--- src/rtl/ibex_multdiv_iter.sv ---
// Iterative radix-2 multiply/divide unit with valid/ready handshakes and abort.
// It has its own (WIDTH+1)-bit adder and a fast path for zero operands.
module ibex_multdiv_iter #(
    parameter int unsigned WIDTH     = 32,
    parameter bit          ZERO_SKIP = 1'b1
) (
    input  logic             clk_i,
    input  logic             rst_i,
    input  logic             in_valid_i,
    output logic             in_ready_o,
    input  logic [1:0]       operator_i,
    input  logic [1:0]       signed_mode_i,
    input  logic [WIDTH-1:0] op_a_i,
    input  logic [WIDTH-1:0] op_b_i,
    input  logic             abort_i,
    output logic             out_valid_o,
    input  logic             out_ready_i,
    output logic [WIDTH-1:0] result_o,
    output logic             div_by_zero_o,
    output logic             busy_o
);

    localparam int unsigned CNT_W  = $clog2(WIDTH + 1);
    localparam int unsigned PROD_W = 2 * WIDTH;

    localparam logic [1:0] OP_MUL  = 2'b00;
    localparam logic [1:0] OP_MULH = 2'b01;
    localparam logic [1:0] OP_DIV  = 2'b10;
    localparam logic [1:0] OP_REM  = 2'b11;

    typedef enum logic [2:0] {
        S_IDLE,
        S_PREP,
        S_CALC,
        S_FIX,
        S_DONE
    } state_e;

    state_e state_q, state_d;

    logic [WIDTH-1:0]  op_a_q, op_b_q;
    logic [1:0]        operator_q, mode_q;
    logic [WIDTH-1:0]  a_mag_q, b_mag_q;
    logic              sa_q, neg_q, bz_q;
    logic [PROD_W-1:0] acc_q;
    logic [CNT_W-1:0]  cnt_q;
    logic [WIDTH-1:0]  result_q;
    logic              dbz_q;

    logic              load_res;
    logic [WIDTH-1:0]  res_d;
    logic              dbz_d;

    // Operand classification, evaluated from the captured request during PREP.
    logic              sa_c, sb_c, is_mul_c, a_zero_c, b_zero_c, fast_c;
    logic [WIDTH-1:0]  a_mag_c, b_mag_c, fast_res_c;

    always_comb begin
        sa_c     = mode_q[0] & op_a_q[WIDTH-1];
        sb_c     = mode_q[1] & op_b_q[WIDTH-1];
        a_mag_c  = sa_c ? (~op_a_q + WIDTH'(1)) : op_a_q;
        b_mag_c  = sb_c ? (~op_b_q + WIDTH'(1)) : op_b_q;
        is_mul_c = (operator_q == OP_MUL) || (operator_q == OP_MULH);
        a_zero_c = (op_a_q == '0);
        b_zero_c = (op_b_q == '0);
        fast_c   = ZERO_SKIP && ((is_mul_c && (a_zero_c || b_zero_c)) ||
                                 (!is_mul_c && b_zero_c));
        case (operator_q)
            OP_DIV:  fast_res_c = '1;
            OP_REM:  fast_res_c = op_a_q;
            default: fast_res_c = '0;
        endcase
    end

    // Shared (WIDTH+1)-bit adder: accumulate for multiply, trial subtract for divide.
    logic [WIDTH:0]    add_a, add_b;
    logic              add_cin;
    logic [WIDTH+1:0]  add_sum;
    logic              no_borrow;
    logic [WIDTH-1:0]  rem_next;
    logic [PROD_W-1:0] acc_iter;

    always_comb begin
        if (operator_q[1]) begin
            add_a   = acc_q[PROD_W-1:WIDTH-1];
            add_b   = ~{1'b0, b_mag_q};
            add_cin = 1'b1;
        end else begin
            add_a   = {1'b0, acc_q[PROD_W-1:WIDTH]};
            add_b   = acc_q[0] ? {1'b0, a_mag_q} : '0;
            add_cin = 1'b0;
        end
        add_sum   = {1'b0, add_a} + {1'b0, add_b} + {{(WIDTH+1){1'b0}}, add_cin};
        no_borrow = add_sum[WIDTH+1];
        rem_next  = no_borrow ? add_sum[WIDTH-1:0] : acc_q[PROD_W-2:WIDTH-1];
        if (operator_q[1]) begin
            acc_iter = {rem_next, acc_q[WIDTH-2:0], no_borrow};
        end else begin
            acc_iter = {add_sum[WIDTH:0], acc_q[WIDTH-1:1]};
        end
    end

    // Sign correction of the magnitude result.
    logic [PROD_W-1:0] prod_fix;
    logic [WIDTH-1:0]  quo_fix, rem_fix, fix_res_c;

    always_comb begin
        prod_fix = neg_q ? (~acc_q + PROD_W'(1)) : acc_q;
        // A zero divisor keeps the all-ones quotient whatever the dividend sign.
        quo_fix  = (neg_q && !bz_q) ? (~acc_q[WIDTH-1:0] + WIDTH'(1)) : acc_q[WIDTH-1:0];
        rem_fix  = sa_q ? (~acc_q[PROD_W-1:WIDTH] + WIDTH'(1)) : acc_q[PROD_W-1:WIDTH];
        case (operator_q)
            OP_MUL:  fix_res_c = prod_fix[WIDTH-1:0];
            OP_MULH: fix_res_c = prod_fix[PROD_W-1:WIDTH];
            OP_DIV:  fix_res_c = quo_fix;
            default: fix_res_c = rem_fix;
        endcase
    end

    // FSM state register.
    always_ff @(posedge clk_i) begin
        if (rst_i) begin
            state_q <= S_IDLE;
        end else begin
            state_q <= state_d;
        end
    end

    // FSM next state and result-load decision.
    always_comb begin
        state_d  = state_q;
        load_res = 1'b0;
        res_d    = result_q;
        dbz_d    = dbz_q;
        case (state_q)
            S_IDLE: if (in_valid_i) state_d = S_PREP;
            S_PREP: begin
                if (fast_c) begin
                    state_d  = S_DONE;
                    load_res = 1'b1;
                    res_d    = fast_res_c;
                    dbz_d    = !is_mul_c && b_zero_c;
                end else begin
                    state_d = S_CALC;
                end
            end
            S_CALC: if (cnt_q == CNT_W'(1)) state_d = S_FIX;
            S_FIX: begin
                state_d  = S_DONE;
                load_res = 1'b1;
                res_d    = fix_res_c;
                dbz_d    = bz_q;
            end
            S_DONE: if (out_ready_i) state_d = S_IDLE;
            default: state_d = S_IDLE;
        endcase
        // Abort beats completion and the result handshake.
        if (abort_i && (state_q != S_IDLE)) begin
            state_d  = S_IDLE;
            load_res = 1'b0;
        end
    end

    // FSM outputs decoded from the state register.
    always_comb begin
        in_ready_o  = 1'b0;
        out_valid_o = 1'b0;
        busy_o      = 1'b1;
        case (state_q)
            S_IDLE: begin
                in_ready_o = 1'b1;
                busy_o     = 1'b0;
            end
            S_DONE:  out_valid_o = 1'b1;
            default: ;
        endcase
    end

    assign result_o      = result_q;
    assign div_by_zero_o = dbz_q;

    // Datapath registers.
    always_ff @(posedge clk_i) begin
        if (rst_i) begin
            op_a_q     <= '0;
            op_b_q     <= '0;
            operator_q <= '0;
            mode_q     <= '0;
            a_mag_q    <= '0;
            b_mag_q    <= '0;
            sa_q       <= 1'b0;
            neg_q      <= 1'b0;
            bz_q       <= 1'b0;
            acc_q      <= '0;
            cnt_q      <= '0;
            result_q   <= '0;
            dbz_q      <= 1'b0;
        end else begin
            if ((state_q == S_IDLE) && in_valid_i) begin
                op_a_q     <= op_a_i;
                op_b_q     <= op_b_i;
                operator_q <= operator_i;
                mode_q     <= signed_mode_i;
            end
            if (state_q == S_PREP) begin
                a_mag_q <= a_mag_c;
                b_mag_q <= b_mag_c;
                sa_q    <= sa_c;
                neg_q   <= sa_c ^ sb_c;
                bz_q    <= !is_mul_c && b_zero_c;
                acc_q   <= {{WIDTH{1'b0}}, (is_mul_c ? b_mag_c : a_mag_c)};
                cnt_q   <= CNT_W'(WIDTH);
            end
            if (state_q == S_CALC) begin
                acc_q <= acc_iter;
                cnt_q <= cnt_q - CNT_W'(1);
            end
            if (load_res) begin
                result_q <= res_d;
                dbz_q    <= dbz_d;
            end
        end
    end

endmodule
--- config.mk ---
export PLATFORM = sky130hd
export DESIGN_NAME = ibex_multdiv_iter
export DESIGN_NICKNAME = d
export VERILOG_FILES = /design/src/rtl/ibex_multdiv_iter.sv
export SDC_FILE = /design/constraint.sdc
export NUM_CORES = 1
export LEC_CHECK = 0
export CAP_MARGIN = 15
export CORE_MARGIN = 1.5
export CORE_UTILIZATION = 30
export DETAILED_ROUTE_END_ITERATION = 6
export PLACE_DENSITY = 0.44
export SYNTH_ARGS = -nofsm -noshare
export SYNTH_HDL_FRONTEND = slang
export SYNTH_SLANG_ARGS = --single-unit
--- constraint.sdc ---
create_clock -name clk_i -period 9.04 [get_ports clk_i]
set_clock_uncertainty 0.15 [all_clocks]
set_input_delay 1.356 -clock clk_i [delete_from_list [all_inputs] [get_ports clk_i]]
set_output_delay 1.356 -clock clk_i [all_outputs]
set_load 0.03 [all_outputs]
### After elaboration in Yosys (flattened, before gate mapping)

Cells that the tools add are included.

* memories kept: 0
* logic and storage cells: 96
* memory bits (writable): 0
* latch bits: 0
* flip-flop bits (word level): 241
* ROM bits: 0
* input port bits: 73

* div/mod/pow operators: 0
* multipliers: 0
* eq/ne operators: 12
* $add $sub $neg: 8
* reductions and logical operators: 20
* bitwise operators: 9
* magnitude comparators: 0
* shifts and indexed selects: 0
* mux-type cells: 33

Operator list (number)
* $mux W32: 8
* $mux W64: 4
* $add A32 B1 Y32 const B: 4
* $not A32 Y32: 4
* $pmux W32 S2: 2
* $pmux W32 S3: 1
* $mux W33: 2
* $add A64 B1 Y64 const B: 1
* $logic_not A32 Y1: 2
* $not A64 Y64: 1
* $add A33 B33 Y34: 1
* $add A34 B1 Y34: 1
* $not A32 Y33: 1
* $pmux W3 S5: 1
* $mux W3: 4
* $mux W6: 2
* $ne A2 B2 Y1 const B: 4
* $mux W1: 7
* $eq A3 B2 Y1 const B: 2
* $eq A6 B1 Y1 const B: 1
* $reduce_and A3 Y1: 2
* $sub A6 B1 Y6 const B: 1
* $logic_and A1 B1 Y1: 5
* $eq A2 B2 Y1 const B: 2
* 13 further kinds: 19

### Longest topological paths before layout

* word-level depth: 9
* mapped depth: 19
* gate-level depth less buffers: 15

### Worst setup path before layout

Ideal clock, no wire load.

* path kind: register to register
* start point: reg operator_q[1]
* end point: reg acc_q[32]
* arrival: 4258 ps
* stages on the path, launching flop included: 18
* path slack: 4499 ps
* setup time: 132 ps
* path buffers: 6
* period minus slack after synthesis: 4541 ps
* cells stage by stage: dfxtp_1 > clkbuf_1 > clkbuf_1 > buf_1 > clkbuf_1 > mux2_2 > ha_1 > o211ai_1 > a21oi_1 > o21bai_1 > o2111a_1 > nor4b_1 > o31ai_1 > o21a_1 > clkbuf_1 > clkbuf_1 > o221ai_1 > a21oi_1

* cells in the longest elaborated chain, start to end: 6
* elaborated cells on any way between the ends: 8
* those cells by class: 2 x add/sub; 6 x mux

Ends and longest elaborated chain
* start: declaration: RTL line 42 `logic [1:0] operator_q, mode_q;`
* start signal: assignment: RTL line 202 `operator_q <= operator_i;`
* $mux W33: RTL line 84 `if (operator_q[1]) begin`
* $add A33 B33 Y34: RTL line 93 `add_sum = {1'b0, add_a} + {1'b0, add_b} + {{(WIDTH+1){1'b0}}, add_cin};`
* $add A34 B1 Y34: RTL line 93
* $mux W32: RTL line 95 `rem_next = no_borrow ? add_sum[WIDTH-1:0] : acc_q[PROD_W-2:WIDTH-1];`
* $mux W64 (*): RTL line 96 `if (operator_q[1]) begin`
* $mux W64 (*): RTL line 214 `if (state_q == S_CALC) begin`
* end signal: assignment: RTL line 211 `acc_q <= {{WIDTH{1'b0}}, (is_mul_c ? b_mag_c : a_mag_c)};`
* end signal: assignment: RTL line 215 `acc_q <= acc_iter;`
* end: declaration: RTL line 45 `logic [PROD_W-1:0] acc_q;`

Mark *: on every way between the ends. The rest lies on a longest branch, timed or not.
A chain may end at the register's enable or synchronous reset.

### Worst setup path in the final report

* start point: reg operator_q[1]
* end point: reg acc_q[39]

The elaborated chain is that of the path after synthesis.

==> flow_metrics.tcl <==
set metrics [dict create \
    remaining_drc_errors 0 \
    path_class "flop to flop" \
    hpwl_um 50500 \
    syn_area_um2 16000 \
    worstHoldPathType "flop to flop" \
    reg2reg_depth 15 \
    start_util_pct 30.5 \
    final-setup-viol-count 0 \
    yosys.cell_count.top_type "nand2_1" \
    post-route-util_pct 35.1 \
    cts_tree "yes" \
    synthCells 2231 \
    fmax_mhz 181 \
    hold_buffers 0 \
    slew_viol_final 0 \
    io_pins 109 \
    synth_cell_type_count 65 \
    synth_warnings 0 \
    ctsResizeCount 0 \
    clk_pin_slew_worst_paths_ps 60 \
    grt_pass1_vias 15100 \
    cap_violations 0 \
    wire_per_inst_um 23.3 \
    cts_max_path_buffers 3 \
    vias_per_cell 5.65 \
    postCtsSetupBuffers 0 \
    power.density_nw_per_um2 180 \
    dieWidth_um 234 \
    synth_nets 2344 \
    final_nets 2311 \
    synth_ff_type "dfxtp_1" \
    rsz0062_at_grt "false" \
    grt_usage_pct 24.2 \
    critPathCapture "acc_q[39]" \
    start_kind "flop" \
    clkSinkCount 241 \
    syn_area_per_cell_um2 7.19 \
    timing.hold.ws_ps 302 \
    slew_headroom_pct 14.0 \
    async_flop_share_pct 0 \
    synth_top_cell_by_area "dfxtp_1" \
    io_buffer_count 108 \
    outcome "finished clean" \
    r2r_start "operator_q[1]" \
    finalHoldViolCount 0 \
    synthTopCellsByCount "320 x nand2_1, 241 x dfxtp_1, 241 x nor2_1" \
    yosysSeqAreaShare_pct 30.1 \
    wirelength_um 67800 \
    startpoint "operator_q[1]" \
    regToRegSetupSlack_ps 3510 \
    grt_max_degree 86 \
    fin_setup_tns_ps 0 \
    grt_pass1_wl_um 99500 \
    finalCritPeriodShare_pct 61.2 \
    power_uw 3330 \
    drt_iter0_markers 1571 \
    drive_gt1_share_pct 5.63 \
    clock_latency_ps 610 \
    drt-pass1-iter-count 6 \
    synth.area.top_cells "dfxtp_1 30%, nand2_1 7.5%, a21oi_1 7.5%" \
    vdd_drop_max_mv 0.158 \
    rows 84 \
    area.growth.synth_to_final_pct 15.2 \
    dieArea_um2 54900 \
    core-area_um2 52700 \
    period_minus_slack_ps 5530 \
    yosysTopAreaCellShare_pct 30.1 \
    synth_seq_cells 241 \
    htreeDepth 1 \
    worst_pin_slew_ps 1280 \
    cts_buffers 28 \
    finalWeightedCongestion 0.912 \
    synth-edff-count 0 \
    reg2reg_to "acc_q[39]" \
    total_leakage_power_uw 0.00656 \
    critPathMaxFanout 41 \
    root_buffer "clkbuf_16" \
    vias 16400 \
    required_ps 9390 \
    ant_nets 0 \
    critPathArrivalTime_ps 5880 \
    die_y_um 234 \
    antenna_found_initial 2 \
    grt-ovfl-total 0 \
    cp-end-kind "flop" \
]
==> placed cells by master (no fill, tap or decap), types with 20 or more instances in the layout <==
cell type	instances
o21ai_0	184
inv_1	27
a211oi_1	38
o22ai_1	30
nand2_1	319
or3_1	20
xor2_1	60
o31ai_1	27
mux2i_1	38
nand3_1	70
dfxtp_1	240
mux2_2	31
a21oi_1	239
ha_1	38
clkbuf_16	28
nor2_1	238
xnor2_1	94
clkdlybuf4s50_1	107
o221ai_1	37
nor3_1	55
nor4_1	23
buf_4	29
==> final cells by class <==
type	instances	area [µm²]
Fill cell	5643	34200
Timing Repair Buffer	137	1300
Clock buffer	45	895
Antenna cell	2	5.00
Sequential cell	241	4830
Tap cell	688	861
Inverter	28	105
Multi-Input combinational cell	1762	10400
Clock inverter	7	110
==> power breakdown <==
part | switching, µW | internal, µW
Combinational | 579 | 276
Clock | 499 | 733
Sequential | 110 | 1130
==> logic make-up (layout without fill, tap and decap cells) <==
group / after synthesis / in the layout / share of synthesized area [%]
buffers and inverters: 228 / 217 / 5.37
AND/OR/NAND/NOR: 818 / 818 / 22.6
AO/OA/AOI/OAI: 681 / 681 / 25.8
adder cells (fa/ha/maj): 40 / 40 / 3.21
multiplexers: 69 / 69 / 4.55
other: 0 / 2 / 0
flip-flops: 241 / 241 / 30.1
XOR/XNOR: 154 / 154 / 8.41
==> flip-flops by register name (all words and copies together), names as in the netlist <==
| register | cells |
|---|---|
| a_mag_q | 32 |
| acc_q | 64 |
| b_mag_q | 32 |
| bz_q | 1 |
| cnt_q | 6 |
| div_by_zero_o | 1 |
| mode_q | 2 |
| neg_q | 1 |
| op_a_q | 32 |
| op_b_q | 32 |
| operator_q | 2 |
| result_o | 32 |
| sa_q | 1 |
| state_q | 3 |
==> per-layer routing <==
| metal | vias to the layer above | routed length (µm) | GRT usage [%] | part of all wire, % |
|---|---|---|---|---|
| li1 | 7875 | - | - | - |
| met1 | 7922 | 31500 | 34.3 | 46 |
| met2 | 558 | 29700 | 37.5 | 44 |
| met3 | 75 | 4630 | 4.21 | 6.8 |
| met4 | 0 | 1880 | 6.35 | 2.8 |
| met5 | - | 0 | 0 | 0 |
==> worst min path at each step <==
stage	depth (start not counted)	startpoint	endpoint	slack, ps
finish	2	b_mag_q[31]	b_mag_q[31]	300
global route	2	b_mag_q[18]	b_mag_q[18]	310
CTS	2	b_mag_q[31]	b_mag_q[31]	300
detailed placement	2	b_mag_q[31]	b_mag_q[31]	300
global placement	2	b_mag_q[7]	b_mag_q[7]	290
floorplan	2	b_mag_q[21]	b_mag_q[21]	280
==> worst max-delay path, cell delays in order, from the launching register on <==
cell and delay [ps]:
dfxtp_4 590, buf_4 480, buf_4 540, nand2_1 80
a21boi_0 180, fa_1 480, nand2b_1 180, a21oi_1 260
o21bai_1 160, o2111a_1 300, nor4b_1 590, o31ai_1 160
nand3_1 540, buf_4 370, o221ai_1 160, o21ai_0 200
==> metrics by stage <==
| stage | cell area [µm²] | std cells | setup slack [ps] |
|---|---|---|---|
| 3_3_place_gp | 17500 | 2856 | 3650 |
| 4_1_cts | 18500 | 2908 | 3500 |
| 3_5_place_dp | 17500 | 2856 | 3530 |
| 5_1_grt | 18500 | 2908 | 3070 |
| 2_1_floorplan | 16000 | 2231 | 4500 |
| 6_report | 18500 | 2910 | 3510 |
No activity file was read; power rests on OpenSTA's default activity.
